===== src/rtl/uart_tx_arbiter.sv =====
// uart_tx_arbiter: arbitrates start/score/stop message requests onto a
// byte-wide UART transmitter using a write strobe / busy handshake.
//
// Ports:
//   pclk, rst_n          clock, async active-low reset
//   req_start/score/stop one-cycle message requests (score_in with req_score)
//   tx_busy              transmitter busy shifting a byte
//   tx_wr, tx_data       byte write strobe and byte
//   sent_pulse, sent_id  message completion pulse and id (01/10/11)
//   arb_busy             work pending or in flight
//   tx_err               sticky handshake timeout
module uart_tx_arbiter #(
    parameter logic [7:0] CODE_START  = 8'h53,
    parameter logic [7:0] CODE_STOP   = 8'h45,
    parameter logic [7:0] CODE_SCORE  = 8'h50,
    parameter int         ACK_TIMEOUT = 4
) (
    input  logic       pclk,
    input  logic       rst_n,
    input  logic       req_start,
    input  logic       req_score,
    input  logic [7:0] score_in,
    input  logic       req_stop,
    input  logic       tx_busy,
    output logic       tx_wr,
    output logic [7:0] tx_data,
    output logic       sent_pulse,
    output logic [1:0] sent_id,
    output logic       arb_busy,
    output logic       tx_err
);

    localparam int CW = $clog2(ACK_TIMEOUT + 1);
    localparam logic [CW-1:0] CNT_LAST = CW'(ACK_TIMEOUT - 1);
    localparam logic [CW-1:0] CNT_MAX  = CW'(ACK_TIMEOUT);

    typedef enum logic [1:0] {
        IDLE,
        ISSUE,
        WAIT_HI,
        WAIT_LO
    } state_t;

    state_t        state, state_nx;
    logic          pend_start, pend_score, pend_stop;
    logic          clr_start, clr_score, clr_stop;
    logic [7:0]    score_buf;
    logic [7:0]    byte1, byte1_nx;
    logic          more, more_nx;
    logic [1:0]    msg_id, msg_id_nx;
    logic [CW-1:0] cnt, cnt_nx;
    logic [7:0]    data_nx;
    logic          sent_nx;
    logic [1:0]    sent_id_nx;
    logic          err_nx;

    assign tx_wr    = (state == ISSUE);
    assign arb_busy = pend_start | pend_score | pend_stop
                    | (state != IDLE);

    always_comb begin
        state_nx   = state;
        byte1_nx   = byte1;
        more_nx    = more;
        msg_id_nx  = msg_id;
        cnt_nx     = cnt;
        data_nx    = tx_data;
        sent_nx    = 1'b0;
        sent_id_nx = sent_id;
        err_nx     = tx_err;
        clr_start  = 1'b0;
        clr_score  = 1'b0;
        clr_stop   = 1'b0;
        unique case (state)
            IDLE: begin
                if (!tx_busy && (pend_stop || pend_start || pend_score)) begin
                    state_nx = ISSUE;
                    more_nx  = 1'b0;
                    if (pend_stop) begin
                        clr_stop  = 1'b1;
                        data_nx   = CODE_STOP;
                        msg_id_nx = 2'b11;
                    end else if (pend_start) begin
                        clr_start = 1'b1;
                        data_nx   = CODE_START;
                        msg_id_nx = 2'b01;
                    end else begin
                        clr_score = 1'b1;
                        data_nx   = CODE_SCORE;
                        byte1_nx  = score_buf;
                        more_nx   = 1'b1;
                        msg_id_nx = 2'b10;
                    end
                end
            end
            ISSUE: begin
                state_nx = WAIT_HI;
                cnt_nx   = '0;
            end
            WAIT_HI: begin
                if (tx_busy) begin
                    state_nx = WAIT_LO;
                end else if (cnt == CNT_LAST) begin
                    // no acknowledge: drop the message silently
                    err_nx   = 1'b1;
                    more_nx  = 1'b0;
                    state_nx = IDLE;
                end else begin
                    cnt_nx = (cnt == CNT_MAX) ? cnt : cnt + 1'b1;
                end
            end
            WAIT_LO: begin
                if (!tx_busy) begin
                    if (more) begin
                        state_nx = ISSUE;
                        data_nx  = byte1;
                        more_nx  = 1'b0;
                    end else begin
                        state_nx   = IDLE;
                        sent_nx    = 1'b1;
                        sent_id_nx = msg_id;
                    end
                end
            end
            default: state_nx = IDLE;
        endcase
    end

    always_ff @(posedge pclk or negedge rst_n) begin
        if (!rst_n) begin
            state <= IDLE;
        end else begin
            state <= state_nx;
        end
    end

    // a new request in the grant cycle wins over the clear
    always_ff @(posedge pclk or negedge rst_n) begin
        if (!rst_n) begin
            pend_start <= 1'b0;
            pend_score <= 1'b0;
            pend_stop  <= 1'b0;
            score_buf  <= '0;
            byte1      <= '0;
            more       <= 1'b0;
            msg_id     <= '0;
            cnt        <= '0;
            tx_data    <= '0;
            sent_pulse <= 1'b0;
            sent_id    <= '0;
            tx_err     <= 1'b0;
        end else begin
            pend_start <= req_start | (pend_start & ~clr_start);
            pend_score <= req_score | (pend_score & ~clr_score);
            pend_stop  <= req_stop  | (pend_stop  & ~clr_stop);
            if (req_score) begin
                score_buf <= score_in;
            end
            byte1      <= byte1_nx;
            more       <= more_nx;
            msg_id     <= msg_id_nx;
            cnt        <= cnt_nx;
            tx_data    <= data_nx;
            sent_pulse <= sent_nx;
            sent_id    <= sent_id_nx;
            tx_err     <= err_nx;
        end
    end

endmodule


===== config.mk =====
export PLATFORM = sky130hd
export DESIGN_NAME = uart_tx_arbiter
export DESIGN_NICKNAME = d
export VERILOG_FILES = /design/src/rtl/uart_tx_arbiter.sv
export SDC_FILE = /design/constraint.sdc
export NUM_CORES = 1
export LEC_CHECK = 0
export ABC_AREA = 1
export BUFFER_PORTS_ARGS = -buffer_cell sky130_fd_sc_hd__buf_4
export CAP_MARGIN = 20
export CORE_ASPECT_RATIO = 0.5
export CORE_MARGIN = 1.5
export CORE_UTILIZATION = 30
export CTS_BUF_LIST = sky130_fd_sc_hd__clkbuf_8 sky130_fd_sc_hd__clkbuf_16
export CTS_CLUSTER_SIZE = 14
export DETAILED_ROUTE_END_ITERATION = 16
export PLACE_DENSITY = 0.49
export SLEW_MARGIN = 20
export SYNTH_ARGS = -nofsm -noshare
export SYNTH_HDL_FRONTEND = slang
export SYNTH_SLANG_ARGS = --single-unit

===== constraint.sdc =====
create_clock -name pclk -period 1.6 [get_ports pclk]
set_clock_uncertainty 0.05 [all_clocks]
set_input_delay 0.08 -clock pclk [delete_from_list [all_inputs] [get_ports pclk]]
set_output_delay 0.08 -clock pclk [all_outputs]
set_load 0.02 [all_outputs]

# == Yosys cells after proc, flatten, opt, wreduce, memory -nomap -nowiden ==
# Index checks and enable logic that the tools add are counted.
# word_totals
word_cells,97
input_bits,14
out_inout_bits,14
ff_bits,39
# classes
n_reduce_logical,17
n_mux,37
bitwise_logic,16
n_eq_ne,13
n_addsub,1
# ops
op,count
8-bit 2-to-1 mux,3
1-bit 2-to-1 mux,19
8-bit case mux with 2 select lines,1
2-bit 2-to-1 mux,7
2-bit != test (second input constant),7
4-bit AND reduction,3
3-bit 2-to-1 mux,3
3-bit AND reduction,3
2-bit case mux with 4 select lines,1
1-bit inverter,7
1-bit OR,6
3-bit case mux with 2 select lines,1
2-bit nonzero test,3
5-bit 2-to-1 mux,1
5-bit AND reduction,1
2-bit == test (second input constant),2
3-bit by 1-bit adder with 3-bit output (second input constant),1
1-bit AND,3
3-bit by 2-bit == test with 1-bit output (second input constant),1
3-bit == test (second input constant),1
3-bit != test (second input constant),1
1-bit case mux with 3 select lines,1
3-bit nonzero test,1
2-bit by 1-bit == test with 1-bit output (second input constant),1
other kinds (5),6

# == Longest topological paths before layout ==
# logic_depth
ltp_word,8
depth_mapped,8
mapped_depth_nobuf,8

# == Worst setup path before layout ==
# Ideal clock, no wire load.
# synth_path
path_kind,reg2reg
startpoint,register pend_stop
endpoint,register tx_data[0]
synth_period_minus_slack_ps,1407
t_arrival_ps,1240
setup_slack_ps,193
n_path_buf,0
path_stages_with_launch,7
required_ps,1434
setup_time_ps,116
cell_sequence,dfrtp_1 -> nor2_1 -> nand3_1 -> nand2_2 -> nor2_8 -> nand2_1 -> nand2_1
# synth_between
elab_chain_len,5
word_cells_on_any_way,8
classes_between,eq/ne: 1; mux: 3; reduce/logical: 4
# synth_lines
item,line,source
"start, declared",45,"logic pend_start, pend_score, pend_stop;"
"start signal, assigned",155,pend_stop <= req_stop | (pend_stop & ~clr_stop);
1-bit logical OR (2 in a row),76,if (!tx_busy && (pend_stop || pend_start || pend_score)) begin
1-bit logical AND,76,
2-bit != test (no line),n/a,
4-bit AND reduction (no line),n/a,
"end signal, assigned",163,tx_data <= data_nx;
"end, declared",26,"output logic [7:0] tx_data,"
# Several ways; a longest one is shown, not always the timed one. The select of a mux whose other input is x is not followed.
# A chain may end at the register's enable or synchronous reset.

# == Final worst setup path ==
# layout_path
startpoint,register pend_stop
endpoint,output port arb_busy
# layout_between
elab_chain_len,2
# layout_lines
item,line,source
1-bit OR,58,assign arb_busy = pend_start | pend_score | pend_stop
1-bit OR,59,| (state != IDLE);
"end, declared",29,"output logic arb_busy,"
# Every way passes these cells.

==> results.md <==
- Clock latency on the worst-skew pair: 0.28 ns
- First-pass GRT wire length: 6065 um
- Kind of critical path: reg -> out
- Yosys cell types: 24
- Nets: 249
- DR vias/cell: between 4 and 5
- Largest net degree at the start of global routing: 40
- Worst hold stages: 3
- Worst-path fanout max: 4
- Critical path's top delay family: simple AND/OR/NAND/NOR gates
- Post-Syn Area: 0.001737 sq mm
- Initial DRT Pass Iterations: 4
- Initial drt markers: 38
- Slowest library cell on the worst path: dfrtp_1
- Seq/Total Area, Yosys: about 56%
- I/O pins: 28
- Fin. max-slew vios: 0
- Clk root buf: clkbuf_16
- Worst-Margin Slew: ~0.50 ns
- Maxcap violations: 0
- Gates resized, CTS repair: 0
- Final Setup Violations: 0
- Worst-path cell chain: nor2_1, nand3_1, buf_4
- Cells after Synth: 187
- Leak Pwr: 1.191 nW
- Final hold viol count: 0
- Layout cells sized above 1: 24.46%
- Clk pin slew, worst setup/hold paths: roughly 0.060 ns
- Drt total wl: roughly 3500 um
- CP peak stage delay: 0.40 ns
- Fin crit period: between 1.5 and 2 ns
- Dpl ws: 0.1512 ns
- Number of H-tree levels: 2
- Die Span X: approximately 110 um
- Register-to-Register Path Depth: 5
- Synth warnings: 0
- Antenna violations before repair: 0
- Mean Syn Cell Area: between 9 and 10 sq um
- Synthesis-stage register bit count: 39
- Worst Setup Start Kind: flop
- VDD IR max: ~480 uV
- Layout Area Growth over Synthesis: 33.21%
- Setup WS post-layout: approximately 0.076 ns
- Final std cells w/o fill: approximately 310
- Period utilisation layout: between 90% and 100%
- Row count: 19
- Final-layout fill cell count: approximately 570
- Clk buf depth: 2
- Net Count, Synth: 204
- RD Place Congestion: ~0.76
- Die area: ~0.0063 sq mm
- Critical Path AT: between 1 and 1.5 ns
- Share of the synthesized area in the top cell type: 56.20%
- Power density over cell area: between 1500 and 2000 mW/mm^2
- Detailed Place HPWL: ~2500 um
- CTS tree: done
- Final ANT Viol Nets: 0
- Unrepaired setup endpoints after global routing: true
- Hold_ws: about 0.024 ns
- Ranking of synthesized cells by area: dfrtp_1, nand2_1, inv_1
- Port-buffer cells: 27
- Fmax: ~660 MHz
- CTS Buf Count: 5
- Drt wl/cell: ~11 um
- Critical path required time: approximately 1.5 ns
- Dpl cells: approximately 290
- Largest area contributor in the netlist: dfrtp_1
- Vias: around 1,300
- Die Y: roughly 57 um
- Buf/Inv on CP: 1
- Max-slew headroom: around two thirds
- Initial core utilization: between 30% and 40%
- Drt drc: 0
- Outcome: finished clean
- Grt total ovfl: 0
- Core area: between 0.005 and 0.006 sq mm
- CTS sink cnt: 39
- Hold/Removal Path Class: in -> reg
- Tot GR Track Use: roughly 12%
- Vias in the first global route: between 1,000 and 1,500
- CP Depth: 3
- Crit end category: primary output
- Postcts setup bufs: 0
- ANT cells: 0
[state kept, by name, summed over array words and instances (netlist names), 2 cells and up]
signal	count
cnt	3
score_buf	8
state	2
byte1	8
tx_data	8
msg_id	2
sent_id	2
[area by class of cell]
cell class | count | area (sq um) | share of cell area (%)
Clock inverter | 1 | 7.507 | 0.3245
Inverter | 27 | 102.6 | 4.435
Multi-Input combinational cell | 119 | 643.1 | 27.80
Sequential cell | 39 | 975.9 | 42.18
Tap cell | 73 | 91.34 | 3.948
Clock buffer | 7 | 152.6 | 6.598
Timing Repair Buffer | 40 | 340.3 | 14.71
[worst register-to-register path, cell delays in order, from the launching register on]
cell and delay (ns):
dfrtp_1 0.40, nor2_1 0.25, inv_1 0.12, nor3_4 0.28, buf_12 0.17, o21ai_0 0.08
[where the power goes]
group	total (mW)	internal, mW	switching (mW)
combinational	1.35	0.535	0.816
sequential	1.40	1.24	0.162
clock	1.04	0.662	0.378
[metrics by stage]
stage	total power, mW	TNS [ns]	utilization [%]	cell area, sq um
floorplan	2.284	0	-	1737
global placement	2.746	0	36.89	2043
detailed placement	2.771	0	36.89	2043
CTS	3.845	0	41.77	2313
global route	4.089	-0.003713	41.77	2313
finish	3.794	0	41.77	2313
[timing repair]
action / in CTS / in global routing
endpoints found under the hold margin: 49 / 0
hold buffers: 11 / 0
setup endpoints to repair: 0 / 1
[placed cells by master, fill, tap and decap left out, types with 2 or more instances in the layout]
cell | netlist | routed
o21ai_0 | 15 | 15
a21oi_1 | 3 | 3
inv_1 | 25 | 25
dlygate4sd3_1 | 0 | 11
nand3_1 | 7 | 7
mux2_2 | 8 | 8
o21bai_1 | 3 | 3
nand2_2 | 4 | 4
nand4_1 | 2 | 2
clkbuf_8 | 0 | 2
clkbuf_16 | 0 | 5
nor2_1 | 9 | 9
nand2_1 | 57 | 57
dfrtp_1 | 39 | 39
buf_4 | 0 | 28
ha_1 | 3 | 3
[Yosys cell counts]
library cell and count:
nor2_1 9, a21oi_1 3, ha_1 3, nand4_1 2
nor2_2 1, a31o_2 1, nand3_1 7, o21ai_0 15
nand2_1 57, nor3_4 1, nand2_2 4, or2_2 1
o21bai_1 3, buf_6 1, clkbuf_1 1, mux2_2 8
inv_2 1, inv_1 25, nand3_2 1, o21a_1 1
nor2_8 1, a21o_1 1, dfrtp_1 39, clkinv_2 1
[cells by family (layout without fill, tap and decap cells)]
group	Yosys count	count (layout)	share of synthesized area, %
AOI/OAI and AO/OA	24	24	7.853
DFF	39	39	56.20
buffers and inverters	29	75	6.772
adders and majority gates	3	3	2.162
and+or+nand+nor	84	84	21.83
muxes	8	8	5.188
[worst paths after layout]
| check | from | end | slack (ns) |
|---|---|---|---|
| max | pend_stop | arb_busy | 0.08 |
| min | tx_busy | state[0] | 0.02 |
| max reg2reg | pend_stop | byte1[7] | 0.12 |
| min reg2reg | tx_err | tx_err | 0.42 |
| max in group asynchronous | rst_n | state[1] | 0.89 |
| min in group asynchronous | rst_n | score_buf[6] | 0.26 |
[per-layer routing]
| metal | up-vias | wire length, um | global-route usage (%) |
|---|---|---|---|
| met1 | 630 | 1731 | 16.12 |
| met2 | 25 | 1556 | 19.58 |
| met5 | - | 0 | 0 |
| li1 | 678 | - | - |
| met3 | 5 | 149 | 4.104 |
| met4 | 0 | 36 | 3.297 |
No activity file was read; power rests on OpenSTA's default activity.
